===== config.mk =====
export PLATFORM = sky130hd
export DESIGN_NAME = csr_arbiter_flat
export DESIGN_NICKNAME = d
export VERILOG_FILES = /design/src/rtl/csr_arbiter_pkg.sv /design/src/rtl/csr_arbiter_if.sv /design/src/rtl/csr_arbiter_rr_arb2.sv /design/src/rtl/csr_arbiter.sv /design/src/flat_wrapper.sv
export SDC_FILE = /design/constraint.sdc
export NUM_CORES = 1
export LEC_CHECK = 0
export ABC_AREA = 1
export BUFFER_PORTS_ARGS = -buffer_cell sky130_fd_sc_hd__buf_4
export CORE_MARGIN = 5
export CORE_UTILIZATION = 48
export CTS_CLUSTER_DIAMETER = 200
export DETAILED_ROUTE_END_ITERATION = 12
export MAX_ROUTING_LAYER = met4
export PLACE_DENSITY = 0.9
export SLEW_MARGIN = 10
export SYNTH_ARGS = -nofsm -noshare
export SYNTH_HDL_FRONTEND = slang
export SYNTH_HIERARCHICAL = 1
export SYNTH_SLANG_ARGS = --single-unit

===== constraint.sdc =====
create_clock -name clk -period 3.15 [get_ports clk]
set_input_delay 0.1575 -clock clk [delete_from_list [all_inputs] [get_ports clk]]
set_output_delay 0.1575 -clock clk [all_outputs]
set_load 0.02 [all_outputs]

===== src/rtl/csr_arbiter_pkg.sv =====
`default_nettype none
// ============================================================================
// csr_arbiter_pkg : shared CSR-bus widths and arbiter state encodings
// Rev 1.0
// ============================================================================
package csr_arbiter_pkg;

    localparam int CSR_ADDR_W = 5;
    localparam int CSR_DATA_W = 8;

    localparam int ST_W = 2;
    localparam logic [ST_W-1:0] ST_IDLE   = 2'd0;
    localparam logic [ST_W-1:0] ST_ACCESS = 2'd1;
    localparam logic [ST_W-1:0] ST_ACK    = 2'd2;

    localparam logic MID_M0 = 1'b0;
    localparam logic MID_M1 = 1'b1;

endpackage
`default_nettype wire


===== src/rtl/csr_arbiter_if.sv =====
`default_nettype none
// ============================================================================
// csr_arbiter_if : two CSR masters plus the register-file port of the arbiter
// Rev 1.0
// ============================================================================
interface csr_arbiter_if
    import csr_arbiter_pkg::*;
#(
    parameter int ADDR_W = CSR_ADDR_W,
    parameter int DATA_W = CSR_DATA_W
);
    logic              m0_req;
    logic              m0_we;
    logic [ADDR_W-1:0] m0_a;
    logic [DATA_W-1:0] m0_wdata;
    logic              m0_ack;
    logic [DATA_W-1:0] m0_rdata;

    logic              m1_req;
    logic              m1_we;
    logic [ADDR_W-1:0] m1_a;
    logic [DATA_W-1:0] m1_wdata;
    logic              m1_ack;
    logic [DATA_W-1:0] m1_rdata;

    logic [ADDR_W-1:0] csr_a;
    logic              csr_we;
    logic [DATA_W-1:0] csr_do;
    logic [DATA_W-1:0] csr_di;

    // arbiter side
    modport slave (
        input  m0_req, m0_we, m0_a, m0_wdata,
        output m0_ack, m0_rdata,
        input  m1_req, m1_we, m1_a, m1_wdata,
        output m1_ack, m1_rdata,
        output csr_a, csr_we, csr_do,
        input  csr_di
    );

    // requesters and register file side
    modport master (
        output m0_req, m0_we, m0_a, m0_wdata,
        input  m0_ack, m0_rdata,
        output m1_req, m1_we, m1_a, m1_wdata,
        input  m1_ack, m1_rdata,
        input  csr_a, csr_we, csr_do,
        output csr_di
    );
endinterface
`default_nettype wire


===== src/rtl/csr_arbiter_rr_arb2.sv =====
`default_nettype none
// ============================================================================
// rr_arb2 : two-way round-robin grant, combinational, one-hot output
// Rev 1.0
// ============================================================================
module rr_arb2 (
    input  logic       req0,
    input  logic       req1,
    input  logic       last,
    output logic [1:0] grant
);
    // last = 1 means master 1 was granted most recently, so master 0 wins ties
    always_comb begin
        grant    = 2'b00;
        grant[0] = req0 & (~req1 | last);
        grant[1] = req1 & (~req0 | ~last);
    end
endmodule
`default_nettype wire


===== src/rtl/csr_arbiter.sv =====
`default_nettype none
// ============================================================================
// csr_arbiter : two-master round-robin arbiter onto a single CSR register file
// Rev 1.0
// ============================================================================
module csr_arbiter
    import csr_arbiter_pkg::*;
#(
    parameter int ADDR_W = CSR_ADDR_W,
    parameter int DATA_W = CSR_DATA_W
) (
    input  logic          clk,
    input  logic          rst,
    csr_arbiter_if.slave  bus
);
    logic [ST_W-1:0]   r_state;
    logic [ST_W-1:0]   w_state_nxt;
    logic              r_last;
    logic              r_id;
    logic              r_we;
    logic [1:0]        w_grant;
    logic              w_win_id;
    logic              w_start;

    logic [ADDR_W-1:0] r_csr_a;
    logic [DATA_W-1:0] r_csr_do;
    logic              r_csr_we;
    logic [1:0]        r_ack;
    logic [DATA_W-1:0] r_m0_rdata;
    logic [DATA_W-1:0] r_m1_rdata;

    logic [ADDR_W-1:0] w_csr_a_nxt;
    logic [DATA_W-1:0] w_csr_do_nxt;
    logic              w_csr_we_nxt;
    logic [1:0]        w_ack_nxt;
    logic              w_capture;

    rr_arb2 u_rr_arb2 (
        .req0  (bus.m0_req),
        .req1  (bus.m1_req),
        .last  (r_last),
        .grant (w_grant)
    );

    assign w_win_id = w_grant[1];
    assign w_start  = (r_state == ST_IDLE) && (w_grant != 2'b00);

    always_ff @(posedge clk) begin
        if (rst) begin
            r_state <= ST_IDLE;
        end else begin
            r_state <= w_state_nxt;
        end
    end

    always_comb begin
        w_state_nxt = r_state;
        case (r_state)
            ST_IDLE:   if (w_grant != 2'b00) w_state_nxt = ST_ACCESS;
            ST_ACCESS: w_state_nxt = ST_ACK;
            ST_ACK:    w_state_nxt = ST_IDLE;
            default:   w_state_nxt = ST_IDLE;
        endcase
    end

    // Next values of the registered outputs; the bus only carries data in ACCESS
    always_comb begin
        w_csr_a_nxt  = '0;
        w_csr_do_nxt = '0;
        w_csr_we_nxt = 1'b0;
        w_ack_nxt    = 2'b00;
        w_capture    = 1'b0;
        case (r_state)
            ST_IDLE: begin
                if (w_grant != 2'b00) begin
                    w_csr_a_nxt  = w_win_id ? bus.m1_a     : bus.m0_a;
                    w_csr_do_nxt = w_win_id ? bus.m1_wdata : bus.m0_wdata;
                    w_csr_we_nxt = w_win_id ? bus.m1_we    : bus.m0_we;
                end
            end
            ST_ACCESS: begin
                w_ack_nxt[r_id] = 1'b1;
                w_capture       = ~r_we;
            end
            default: ;
        endcase
    end

    always_ff @(posedge clk) begin
        if (rst) begin
            r_last     <= MID_M1;
            r_id       <= MID_M0;
            r_we       <= 1'b0;
            r_csr_a    <= '0;
            r_csr_do   <= '0;
            r_csr_we   <= 1'b0;
            r_ack      <= 2'b00;
            r_m0_rdata <= '0;
            r_m1_rdata <= '0;
        end else begin
            r_csr_a  <= w_csr_a_nxt;
            r_csr_do <= w_csr_do_nxt;
            r_csr_we <= w_csr_we_nxt;
            r_ack    <= w_ack_nxt;
            if (w_start) begin
                r_id   <= w_win_id;
                r_we   <= w_csr_we_nxt;
                r_last <= w_win_id;
            end
            if (w_capture) begin
                if (r_id == MID_M1) r_m1_rdata <= bus.csr_di;
                else                r_m0_rdata <= bus.csr_di;
            end
        end
    end

    assign bus.csr_a    = r_csr_a;
    assign bus.csr_do   = r_csr_do;
    assign bus.csr_we   = r_csr_we;
    assign bus.m0_ack   = r_ack[0];
    assign bus.m1_ack   = r_ack[1];
    assign bus.m0_rdata = r_m0_rdata;
    assign bus.m1_rdata = r_m1_rdata;

endmodule
`default_nettype wire

===== src/flat_wrapper.sv =====
// flat-port wrapper written by rule: the top's interface ports become plain ports
module csr_arbiter_flat import csr_arbiter_pkg::*;
#(
    parameter int ADDR_W = CSR_ADDR_W,
    parameter int DATA_W = CSR_DATA_W
)
  (clk, rst, bus_m0_req, bus_m0_we, bus_m0_a, bus_m0_wdata, bus_m0_ack, bus_m0_rdata, bus_m1_req, bus_m1_we, bus_m1_a, bus_m1_wdata, bus_m1_ack, bus_m1_rdata, bus_csr_a, bus_csr_we, bus_csr_do, bus_csr_di);
  csr_arbiter_if #(.ADDR_W(ADDR_W), .DATA_W(DATA_W)) bus_i ();
  input  logic clk;
  input  logic rst;
  input wire logic [$bits(bus_i.m0_req)-1:0] bus_m0_req;
  input wire logic [$bits(bus_i.m0_we)-1:0] bus_m0_we;
  input wire logic [$bits(bus_i.m0_a)-1:0] bus_m0_a;
  input wire logic [$bits(bus_i.m0_wdata)-1:0] bus_m0_wdata;
  output wire logic [$bits(bus_i.m0_ack)-1:0] bus_m0_ack;
  output wire logic [$bits(bus_i.m0_rdata)-1:0] bus_m0_rdata;
  input wire logic [$bits(bus_i.m1_req)-1:0] bus_m1_req;
  input wire logic [$bits(bus_i.m1_we)-1:0] bus_m1_we;
  input wire logic [$bits(bus_i.m1_a)-1:0] bus_m1_a;
  input wire logic [$bits(bus_i.m1_wdata)-1:0] bus_m1_wdata;
  output wire logic [$bits(bus_i.m1_ack)-1:0] bus_m1_ack;
  output wire logic [$bits(bus_i.m1_rdata)-1:0] bus_m1_rdata;
  output wire logic [$bits(bus_i.csr_a)-1:0] bus_csr_a;
  output wire logic [$bits(bus_i.csr_we)-1:0] bus_csr_we;
  output wire logic [$bits(bus_i.csr_do)-1:0] bus_csr_do;
  input wire logic [$bits(bus_i.csr_di)-1:0] bus_csr_di;
  assign bus_i.m0_req = bus_m0_req;
  assign bus_i.m0_we = bus_m0_we;
  assign bus_i.m0_a = bus_m0_a;
  assign bus_i.m0_wdata = bus_m0_wdata;
  assign bus_m0_ack = bus_i.m0_ack;
  assign bus_m0_rdata = bus_i.m0_rdata;
  assign bus_i.m1_req = bus_m1_req;
  assign bus_i.m1_we = bus_m1_we;
  assign bus_i.m1_a = bus_m1_a;
  assign bus_i.m1_wdata = bus_m1_wdata;
  assign bus_m1_ack = bus_i.m1_ack;
  assign bus_m1_rdata = bus_i.m1_rdata;
  assign bus_csr_a = bus_i.csr_a;
  assign bus_csr_we = bus_i.csr_we;
  assign bus_csr_do = bus_i.csr_do;
  assign bus_i.csr_di = bus_csr_di;
  csr_arbiter #(.ADDR_W(ADDR_W), .DATA_W(DATA_W)) u_core (.clk(clk), .rst(rst), .bus(bus_i));
endmodule

[Word-level counts from Yosys, hierarchy flattened]
Index checks and enable logic that the tools add are counted.
Word-level totals
  register bits after elaboration: 37
  bits of input ports: 40
  output and inout port bits: 32
  word-level logic and storage cells: 44
Cells by class
  $lt $le $gt $ge: 2
  equal/unequal tests: 2
  multiplexer cells: 10
  bitwise logic cells: 12
  reductions and logical operators: 8
Operators with widths (count)
  8-bit two-way mux: 1
  1-bit NOT: 8
  1-bit two-way mux: 5
  5-bit two-way mux: 1
  2-bit case mux with 2 select lines: 1
  2-bit AND reduction: 2
  3-bit OR reduction: 1
  1-bit AND: 2
  2-bit by 1-bit == test with 1-bit output, second input constant: 1
  1-bit logical AND: 2
  2-bit logical NOT: 1
  1-bit by 2-bit less-than comparator with 1-bit output, second input constant: 1
  2-bit two-way mux: 1
  2-bit != test, second input constant: 1
  1-bit OR: 2
  2-bit nonzero test: 1
  2-bit OR reduction: 1
  1-bit demux with 1-bit select: 1
  1-bit >= comparator, second input constant: 1

[Depth between registers and ports, before layout]
Gate-level depths: netlist of the first run.
  depth in word-level cells: 6
  depth in mapped cells: 7

[Cells and area by module]
Netlist of the first run, hierarchy kept.
Modules (own cells, without submodules)
  csr_arbiter: times used 1, cells an instance 189, area each 1446.4 um^2, sequential area each 740.7 um^2
  rr_arb2: times used 1, cells an instance 4, area each 27.5 um^2, sequential area each 0.0 um^2

[Worst setup path before layout of the first run]
OpenSTA, ideal clock, no wires.
  path kind: reg-to-reg
  start point: reg u_core.r_last
  end point: reg u_core.r_csr_we, in the netlist u_core/bus.csr_we
  setup time: 0.118 ns
  arrival time: 1.017 ns
  required time: 3.032 ns
  path slack: 2.015 ns
  cell stages (with the launch flop): 8
  buffers on the path: 2
  cell sequence: dfxtp_1 a21boi_2 buf_4 nor2_1 nor2_2 nand2_2 buf_6 nor2_1
Between the ends
  longest elaborated chain between the ends: 6
  elaborated cells on any way between the ends: 9
Ends and longest elaborated chain
  start: declaration: RTL line csr_arbiter.sv:18  | logic r_last;
  start signal: assignment: RTL line csr_arbiter.sv:108  | r_last <= w_win_id;
  1-bit NOT (*): RTL line csr_arbiter_rr_arb2.sv:16  | grant[1] = req1 & (~req0 | ~last);
  1-bit OR (*): RTL line csr_arbiter_rr_arb2.sv:16
  1-bit AND (*): RTL line csr_arbiter_rr_arb2.sv:16
  net u_core.w_grant[1]: RTL line csr_arbiter.sv:21  | logic [1:0] w_grant;
  1-bit two-way mux / 2-bit nonzero test (equally long branches): RTL line csr_arbiter.sv:78, csr_arbiter.sv:75
  1-bit two-way mux (*): RTL line csr_arbiter.sv:75  | if (w_grant != 2'b00) begin
  1-bit two-way mux (*): RTL line csr_arbiter.sv:73  | case (r_state)
  end signal: assignment: RTL line csr_arbiter.sv:103  | r_csr_we <= w_csr_we_nxt;
  end: declaration: RTL line csr_arbiter.sv:27  | logic r_csr_we;
Mark *: on every way through the listed nets, which the timed path passes. The rest lies on a longest branch.
A chain may end at the register's enable or synchronous reset.

[Worst setup path in the final report of the first run]
  start point: reg u_core.r_last
  end point: reg u_core.r_csr_a[3], in the netlist u_core/bus.csr_a[3]
Between the ends
  longest elaborated chain between the ends: 6
  elaborated cells on any way between the ends: 9
Ends and longest elaborated chain
  1-bit NOT (*): RTL line csr_arbiter_rr_arb2.sv:16
  1-bit OR (*): RTL line csr_arbiter_rr_arb2.sv:16
  1-bit AND (*): RTL line csr_arbiter_rr_arb2.sv:16
  net u_core.w_grant[1]: RTL line csr_arbiter.sv:21
  2-bit nonzero test: RTL line csr_arbiter.sv:75
  1-bit NOT (no source line)
  3-bit OR reduction (no source line)
  end signal: assignment: RTL line csr_arbiter.sv:101  | r_csr_a <= w_csr_a_nxt;
  end: declaration: RTL line csr_arbiter.sv:25  | logic [ADDR_W-1:0] r_csr_a;
Marks and branches as above.

==> metrics.md, run 1 <==
| Metric | Value |
|---|---|
| Status | `finished, final reports clean` |
| Site Rows | `20` |
| Clk root buf | `clkbuf_4` |
| H-tree levels | `2` |
| Yosys top cell by area | `dfxtp_1` |
| Placed instance area | `about 2000 µm²` |
| Buffers on Ports | `71` |
| Adder-cell share of the synthesized area | `0` |
| EDFF count, synth | `0` |
| Largest net degree at the start of global routing | `21` |
| CP arrival | `roughly 2 ns` |
| Unrepaired setup endpoints after global routing | `false` |
| Top cells by area, synth | `dfxtp_1, nand2_1, nor2_1, nand4_1, a21oi_2` |
| Clk Latency, worst-skew pair | `roughly 0.34 ns` |
| Routed Antenna Nets | `0` |
| Clock Tree Buf Depth | `2` |
| Seq pwr share | `0.451` |
| CTS Sinks | `37` |
| Post_cts resized | `0` |
| CP Max Fanout | `18` |
| Final Hold Violating Endpoints | `0` |
| Comb power frac | `0.203` |
| Crit start category | `flip-flop` |
| Post-synth cell types | `17` |
| Global placement routability congestion | `~0.80` |
| Drt pass-1 iters | `4` |
| Leak pwr | `1.05 nW` |
| PD cells | `about 550 nW/µm²` |
| Sequential-to-total area share from yosys stat | `0.503` |
| Met3 GRT Util | `0.0889` |
| Die Ht | `65.4 µm` |
| Antenna violations before repair | `0` |
| Share of Yosys cell area claimed by the top area cell type | `0.503` |
| Pin slew with the least headroom to its limit | `roughly 0.73 ns` |
| Worst hold path type | `input pin to flip-flop` |
| Mean area per synthesized cell | `about 7.6 µm²` |
| CP Data Required Time | `around 3.4 ns` |
| Largest family of logic cells by synthesized area | `simple AND/OR/NAND/NOR gates` |
| PnR Total Power | `1.16 mW` |
| Multi-input logic area | `between 600 and 700 µm²` |
| Setup TNS | `0 ns` |
| Final Cycle Share | `0.541` |
| Max_cap viols | `0` |
| Die area | `roughly 4300 µm²` |
| Final setup fails | `0` |
| Ant. Diodes | `0` |
| Max Slew Vio Count | `0` |
| Dpl cells | `288` |
| Gr busiest metal | `met2` |
| Most common cell in the netlist | `nand2_1` |
| Syn nets | `about 230` |
| Avg Vias per Cell | `~5` |
| Synth Area in XOR/XNOR | `0` |
| Final WL | `3460 µm` |
| Detailed-route DRC error count | `0` |
| Synth Area in Compound Gates | `0.0917` |
| Initial drt markers | `between 60 and 70` |
| Rel. slew slack | `0.508` |
| Synthesis-stage register bit count | `37` |
| Core box area | `around 3000 µm²` |
| Synth Cell Area | `~1500 µm²` |
| Vias in the first global route | `about 1300` |
| Worst-path clk slew | `0.11 ns` |
| Sw frac | `0.267` |
| Yosys warns | `6` |
| Effective utilization at floorplan | `0.491` |
| Maximum VDD drop | `0.283 mV` |
| CP endpoint kind | `flip-flop` |
| Async SR Flop Fraction | `0` |
| Die Span X | `about 65 µm` |
| Avg WL per Cell | `11.6 µm` |
| Filler cell count | `266` |
| Grt met2 use | `0.278` |
| Clock share of power | `0.346` |
| GR Util All Layers | `0.172` |
| Cells after synthesis | `slightly below 200` |
| M1 GR Usage | `0.179` |
| Simple-gate share of the synthesized area | `0.319` |
| CTS tree | `done` |
| Final Instance Area | `~2100 µm²` |
| Total congestion overflow | `0` |
| Worst hold slack | `about 0.065 ns` |
| Sw Pwr | `roughly 310 µW` |
| Min Tclk post-route | `about 1.7 ns` |
| Share of cells above drive strength 1 | `0.386` |
| CTS buffer count | `5` |
| Non-filler cells, final | `about 300` |
| Area grow syn2layout | `42.8%` |
| HPWL Detailed | `approximately 2700 µm` |
| Setup Skew | `0.00660 ns` |
| Area occupied by registers | `between 700 and 800 µm²` |
| CP Class | `flip-flop to flip-flop` |
| Pint | `848 µW` |
| Ys flop type | `dfxtp_1` |
| # nets final | `just over 300` |
| Multiplexer share of the synthesized area | `0` |
| I/O pins | `roughly 70` |
| Vias | `~1500` |
| Synth cell count leaders | `nand2_1, dfxtp_1, nor2_1` |
| First-pass GRT wire length | `approximately 5500 µm` |
| Fmax | `around 590 MHz` |
## logic make-up (layout without fill, tap and decap cells)
kind of cell    after synthesis  after routing
compound gates               19             19
buf+inv                      28             99
simple gates                109            109
flops                        37             37
## final cells by class
| type | count | area share |
|---|---|---|
| Timing Repair Buffer | 72 | 0.258 |
| Inverter | 19 | 0.0339 |
| Clock inverter | 3 | 0.0309 |
| Clock buffer | 5 | 0.0178 |
| Sequential cell | 37 | 0.352 |
| Multi-Input combinational cell | 128 | 0.288 |
| Tap cell | 33 | 0.0196 |
## worst paths after layout
kind / slack, ns / to / depth (start not counted) / from
worst max-delay path: 1.45 / u_core/bus.csr_a[3] / 5 / u_core/r_last
worst min register to register: 0.49 / u_core/bus.m1_rdata[2] / 2 / u_core/bus.m1_rdata[2]
worst min-delay path: 0.06 / u_core/bus.csr_do[0] / 3 / bus_m0_wdata[0]
worst max register to register: 1.45 / u_core/bus.csr_a[3] / 5 / u_core/r_last
## power groups by stage
stage / logic [mW] / clock network, mW / registers [mW]
finish: 0.235 / 0.400 / 0.522
CTS: 0.236 / 0.408 / 0.522
detailed placement: 0.234 / 0 / 0.533
global placement: 0.231 / 0 / 0.532
global route: 0.256 / 0.432 / 0.527
floorplan: 0.109 / 0 / 0.564
## sequential cells by signal, summed over array words and instances (netlist names)
name / flops
u_core/bus.csr_a: 5
u_core/bus.csr_do: 8
u_core/bus.csr_we: 1
u_core/bus.m0_rdata: 8
u_core/bus.m1_rdata: 8
u_core/r_ack: 2
u_core/r_id: 1
u_core/r_last: 1
u_core/r_state: 2
u_core/r_we: 1
## stage by stage
step | utilization | setup WS [ns]
finish | 0.701 | 1.45
global placement | 0.663 | 1.51
global route | 0.701 | 1.31
CTS | 0.701 | 1.44
floorplan | - | 2.02
detailed placement | 0.663 | 1.47
## worst max-delay path, cell delays in order (launching register included)
cell,delay (ns)
dfxtp_1,0.34
a21boi_2,0.60
nor2_1,0.13
nor2_2,0.14
nand2_2,0.22
a21oi_1,0.19
## cell usage in the layout, fill, tap and decap left out
cell / Yosys / routed
bufinv_16: 0 / 2
inv_2: 8 / 8
nand2_1: 48 / 48
dfxtp_1: 37 / 37
nor2_4: 1 / 1
nor2_2: 3 / 3
clkbuf_4: 0 / 5
a21oi_1: 7 / 7
nand3_1: 3 / 3
nand4_1: 16 / 16
nand2_2: 1 / 1
nor2_1: 37 / 37
a21oi_2: 9 / 9
o21ai_1: 2 / 2
buf_4: 2 / 71
dlygate4sd3_1: 0 / 1
a21boi_2: 1 / 1
clkinv_2: 0 / 1
inv_1: 11 / 11
## layer usage
metal / up-vias / wire length (µm)
li1: 749 / -
met5: - / 0
met4: 0 / 57
met3: 8 / 472
met1: 626 / 1320
met2: 69 / 1610
## what timing repair did
action,4_1_cts,5_1_grt
hold buffers,1,0
hold endpoints to repair,1,0
buffers inserted,0,0
Note: power is estimated with default switching activity, not from simulation.
==> run 2, diff against run 1 <==
--- a/config.mk
+++ b/config.mk
@@ -8,11 +8,11 @@
 export ABC_AREA = 1
 export BUFFER_PORTS_ARGS = -buffer_cell sky130_fd_sc_hd__buf_4
 export CORE_MARGIN = 5
-export CORE_UTILIZATION = 48
+export CORE_UTILIZATION = 40
 export CTS_CLUSTER_DIAMETER = 200
 export DETAILED_ROUTE_END_ITERATION = 12
 export MAX_ROUTING_LAYER = met4
-export PLACE_DENSITY = 0.9
+export PLACE_DENSITY = 0.81
 export SLEW_MARGIN = 10
 export SYNTH_ARGS = -nofsm -noshare
 export SYNTH_HDL_FRONTEND = slang
==> constraint.sdc (replaced) <==
create_clock -name clk -period 1.4 [get_ports clk]
set_input_delay 0.07 -clock clk [delete_from_list [all_inputs] [get_ports clk]]
set_output_delay 0.07 -clock clk [all_outputs]
set_load 0.02 [all_outputs]
==> run 2 against run 1 <==
Effect of this change: sequential share of layout area fell by 1.1 points; register-to-register slack got worse by 1.3 ns; cell area rose by 3.2%; critical path depth did not move; wire length rose by 2.0%; clock power rose by 140%; clock skew fell by 0.0012 ns; setup slack got worse by 1.3 ns; global-route usage fell by 2.6 points; combinational power rose by 130%; first-iteration DRC count rose by 11%; clock-buffer cell count rose by 1.
==> metrics.md, run 2 (same netlist as run 1, synthesis figures left out) <==
| Metric | Value |
|---|---|
| Kind of cell adding the most delay to the critical path | `buffers and inverters` |
| Setup TNS | `0 ns` |
| Avg WL per Cell | `11.2 µm` |
| Max_cap viols | `0` |
| Area grow syn2layout | `47.3%` |
| Global placement routability congestion | `roughly 0.73` |
| Largest net degree at the start of global routing | `21` |
| Post_cts resized | `0` |
| Die Ht | `70.7 µm` |
| Vias in the first global route | `about 1400` |
| Final WL | `between 3000 and 4000 µm` |
| Clk Latency, worst-skew pair | `about 0.29 ns` |
| # nets final | `between 300 and 400` |
| CP Class | `input pin to flip-flop` |
| CTS tree | `done` |
| Fmax | `between 700 and 800 MHz` |
| Setup Skew | `roughly 0.0054 ns` |
| Drt pass-1 iters | `4` |
| H-tree levels | `2` |
| Area occupied by registers | `741 µm²` |
| Avg Vias per Cell | `4.69` |
| Share of cells above drive strength 1 | `0.396` |
| CP Data Required Time | `around 1.6 ns` |
| Leak pwr | `1.07 nW` |
| Min Tclk post-route | `about 1.3 ns` |
| Die area | `about 5000 µm²` |
| Site Rows | `22` |
| Clk root buf | `clkbuf_8` |
| Multi-input logic area | `606 µm²` |
| Unrepaired setup endpoints after global routing | `false` |
| Final setup fails | `0` |
| Worst-path clk slew | `around 0.07 ns` |
| Max Slew Vio Count | `0` |
| Rel. slew slack | `0.741` |
| Total congestion overflow | `0` |
| HP Start | `bus_m0_wdata[7]` |
| Worst hold slack | `around 0.038 ns` |
| Worst hold path type | `input pin to flip-flop` |
| Crit. Startpoint | `rst` |
| CTS buffer count | `5` |
| Antenna violations before repair | `0` |
| Effective utilization at floorplan | `0.409` |
| Status | `finished, final reports clean` |
| Crit start category | `input pin` |
| FF-to-FF Start | `u_core/r_last` |
| Final Cycle Share | `0.924` |
| GR Util All Layers | `0.146` |
| Commonest non-fill, non-tap cell in the layout | `buf_4` |
| CP endpoint kind | `flip-flop` |
| Ant. Diodes | `0` |
| Buffers on Ports | `71` |
| Vias | `roughly 1500` |
| Filler cell count | `between 300 and 400` |
| CP Buf/Inv Count | `3` |
| CP Max Fanout | `20` |
| Maximum VDD drop | `~0.73 mV` |
| Initial drt markers | `a little over 70` |
| Core box area | `3610 µm²` |
| Detailed-route DRC error count | `0` |
| HPWL Detailed | `2830 µm` |
| Clock Tree Buf Depth | `2` |
| Slowest stage delay, CP | `roughly 0.54 ns` |
| CP cell instances | `dlygate4sd3_1, buf_4, inv_2, nand2_2, a21oi_1` |
| First-pass GRT wire length | `roughly 5700 µm` |
| Core Util, Final | `0.602` |
| Pin slew with the least headroom to its limit | `0.387 ns` |
| Commonest non-fill, non-tap cells in the layout | `buf_4, nand2_1, nor2_1, dfxtp_1, nand4_1` |
| Final Hold Violating Endpoints | `0` |
| CP arrival | `roughly 1.5 ns` |
| CTS Hold Buffers Added | `1` |
| PD cells | `about 1200 nW/µm²` |
| CTS Sinks | `37` |
| Die Span X | `70.7 µm` |
| Crit-path slowest cell | `dlygate4sd3_1` |
| I/O pins | `around 70` |
| Setup bufs post-CTS | `0` |
| Routed Antenna Nets | `0` |
## run 2: cell types whose count changed in the layout (fill, tap and decap cells not counted), sizes merged
cell      change
buf           +4
bufinv        -1
clkbuf        +1
clkinv        -1
clkinvlp      +1
## run 2: cell type report
cell class | count | area share
clock buffer | 6 | 0.0380
clock inverter | 2 | 0.0173
inverter | 19 | 0.0329
multi-input combinational | 128 | 0.279
sequential | 37 | 0.341
tap | 48 | 0.0277
timing repair buffer | 76 | 0.264
## run 2: final timing paths
check | end | slack (ns) | cells after the start
hold reg to reg | u_core/bus.m1_rdata[5] | 0.48 | 2
setup reg to reg | u_core/bus.csr_a[4] | 0.12 | 6
setup / recovery | u_core/bus.csr_a[4] | 0.11 | 5
hold / removal | u_core/bus.csr_do[7] | 0.04 | 3
## run 2: worst register-to-register path, stage by stage (launching register included)
cell     delay (ns)
dfxtp_1        0.38
inv_1          0.07
a21oi_2        0.14
nor2_1         0.06
nor2_2         0.11
nand2_2        0.23
a21oi_1        0.22
## run 2: power breakdown
part | leakage (nW) | internal (mW) | switching (mW)
combinational | 0.710 | 0.238 | 0.308
sequential | 0.302 | 1.13 | 0.0365
clock | 0.0574 | 0.579 | 0.371
total | 1.07 | 1.95 | 0.716
## run 2: per-layer routing
metal / part of all wire / global-route usage / routed length [µm]
met1: 0.40 / 0.153 / 1410
met2: 0.47 / 0.240 / 1660
met3: 0.12 / 0.0753 / 429
met4: 0.0094 / 0.0438 / 33
met5: 0 / - / 0
## run 2: metrics by stage
step           setup slack, ns  instance area, µm²  instances  total power [mW]
6_report                 0.107                2170        316              2.66
5_1_grt                0.00661                2170        316              2.80
4_1_cts                 0.0979                2170        316              2.70
3_5_place_dp             0.147                2040        307              1.74
3_3_place_gp             0.205                2040        307              1.73
2_1_floorplan            0.265                1470        193              1.51
==> run 3, diff against run 2 <==
==> constraint.sdc (replaced) <==
create_clock -name clk -period 1.05 [get_ports clk]
set_input_delay 0.0525 -clock clk [delete_from_list [all_inputs] [get_ports clk]]
set_output_delay 0.0525 -clock clk [all_outputs]
set_load 0.02 [all_outputs]
==> run 3 against run 2 <==
Effect of this change: the flow now finishes with violations (setup timing); power is 27% higher; combinational power is 53% higher; utilization is 3.3 points higher; critical path type is now flip-flop to flip-flop; largest cell class unchanged.
==> metrics.md, run 3 (same netlist as run 1, synthesis figures left out) <==
| Metric | Value |
|---|---|
| Area grow syn2layout | `55.3%` |
| Avg WL per Cell | `roughly 11 µm` |
| Drt pass-1 iters | `4` |
| Pin slew with the least headroom to its limit | `0.234 ns` |
| HPWL Detailed | `roughly 2800 µm` |
| Placed instance area | `between 2000 and 2500 µm²` |
| Violated checks | `setup timing` |
| Commonest non-fill, non-tap cell in the layout | `buf_4` |
| Final Instance Area | `roughly 2300 µm²` |
| Crit start category | `flip-flop` |
| Sw frac | `0.282` |
| GR Util All Layers | `0.152` |
| Initial drt markers | `between 90 and 100` |
| Setup Skew | `approximately 0.0028 ns` |
| Seq pwr share | `0.464` |
| Largest net degree at the start of global routing | `18` |
| Pint | `about 2.4 mW` |
| Share of cells above drive strength 1 | `0.436` |
| Die Ht | `roughly 70 µm` |
| Leak pwr | `about 1.1 nW` |
| Max Slew Vio Count | `0` |
| Clock Tree Buf Depth | `2` |
| Buffers on Ports | `between 70 and 80` |
| Routed Antenna Nets | `0` |
| Unrepaired setup endpoints after global routing | `true` |
| First-pass GRT wire length | `5670 µm` |
| Maximum VDD drop | `between 0.8 and 0.9 mV` |
| I/O pins | `72` |
| CP endpoint kind | `flip-flop` |
| Sw Pwr | `roughly 950 µW` |
| Total congestion overflow | `0` |
| Final Hold Violating Endpoints | `0` |
| CTS tree | `done` |
| Final Cycle Share | `1.11` |
| CP cell instances | `a21boi_2, buf_4, inv_2, a21oi_1, o21ai_1` |
| Clk root buf | `clkbuf_8` |
| Die area | `5000 µm²` |
| Effective utilization at floorplan | `0.409` |
| Final setup fails | `18` |
| # nets final | `approximately 320` |
| H-tree levels | `2` |
| Slowest stage delay, CP | `0.33 ns` |
| Avg Vias per Cell | `between 4 and 5` |
| Core box area | `approximately 3600 µm²` |
| Antenna violations before repair | `0` |
| CTS Sinks | `37` |
| Final WL | `between 3000 and 4000 µm` |
| Crit-path slowest cell | `dfxtp_2` |
| Final critical-path setup slack | `-0.119 ns` |
| Site Rows | `22` |
| Commonest non-fill, non-tap cells in the layout | `buf_4, nand2_1, nor2_1` |
| Worst-path clk slew | `roughly 0.070 ns` |
| Worst hold path type | `input pin to flip-flop` |
| Detailed-route DRC error count | `0` |
| PD cells | `~1500 nW/µm²` |
| CP arrival | `around 1.3 ns` |
| Status | `finished, violations left` |
| Max_cap viols | `0` |
| Min Tclk post-route | `about 1.2 ns` |
| Vias in the first global route | `between 1000 and 1500` |
| Fmax | `roughly 860 MHz` |
| CP Data Required Time | `around 1.2 ns` |
| Clock share of power | `0.288` |
| Comb power frac | `0.249` |
| CP Class | `flip-flop to flip-flop` |
| Vias | `between 1000 and 1500` |
| Rel. slew slack | `0.843` |
| Clk Latency, worst-skew pair | `roughly 0.28 ns` |
| Die Span X | `70.7 µm` |
| CTS buffer count | `5` |
| CP Max Fanout | `16` |
| Ant. Diodes | `0` |
| PnR Total Power | `3.37 mW` |
| Global placement routability congestion | `0.783` |
[run 3: cell count changes in the layout (fill, tap and decap cells not counted), sizes merged]
cell / change
buf: +8
bufinv: -1
clkinvlp: -1
clkbuf: +1
[run 3: area by class of cell]
class / instances / area, µm²
Multi-Input combinational cell: 128 / 649
Timing Repair Buffer: 84 / 674
Fill cell: 327 / 1320
Tap cell: 48 / 60.1
Sequential cell: 37 / 747
Clock buffer: 7 / 86.3
Inverter: 19 / 71.3
[run 3: power groups by stage]
stage	Clock (mW)	Sequential (mW)	Combinational, mW
4_1_cts	1.00	1.56	0.826
2_1_floorplan	0	1.69	0.337
6_report	0.971	1.56	0.838
3_3_place_gp	0	1.59	0.793
5_1_grt	1.06	1.57	0.916
3_5_place_dp	0	1.59	0.805
[run 3: metal layers]
layer / global-route usage / vias up / part of all wire
met5: - / - / 0
met4: 0.0731 / 0 / 0.016
met3: 0.0881 / 5 / 0.12
met2: 0.235 / 63 / 0.46
met1: 0.153 / 651 / 0.40
li1: - / 777 / -
[run 3: repair_timing]
action	4_1_cts	5_1_grt
pin swaps	1	1
setup buffers	1	0
endpoints found under the hold margin	1	0
setup endpoints to repair	26	34
hold buffers	1	0
resized for setup	5	6
[run 3: path summary, 6_finish.rpt]
kind,start,to,slack (ns),depth (start not counted)
min reg2reg,u_core/r_last,u_core/r_last,0.48,2
min,bus_m0_wdata[0],u_core/bus.csr_do[0],0.03,3
max,u_core/r_last,u_core/r_we,-0.12,5
max reg2reg,u_core/r_last,u_core/r_we,-0.12,5
[run 3: critical path: cells and delay by family (launching register included)]
kind / cells / cell delay (ns)
flip-flops: 1 / 0.33
AO/OA/AOI/OAI: 3 / 0.42
buffers and inverters: 2 / 0.31
[run 3: metrics by stage]
step,utilization,setup slack [ns],hold slack [ns],std cells,setup TNS (ns)
global placement,0.593,-0.0656,0.233,314,-0.784
finish,0.635,-0.119,0.0295,323,-1.65
floorplan,-,-0.0415,0.122,193,-0.356
global route,0.635,-0.177,0.0106,323,-2.69
CTS,0.627,-0.117,0.0159,323,-1.66
detailed placement,0.593,-0.122,0.233,314,-1.76
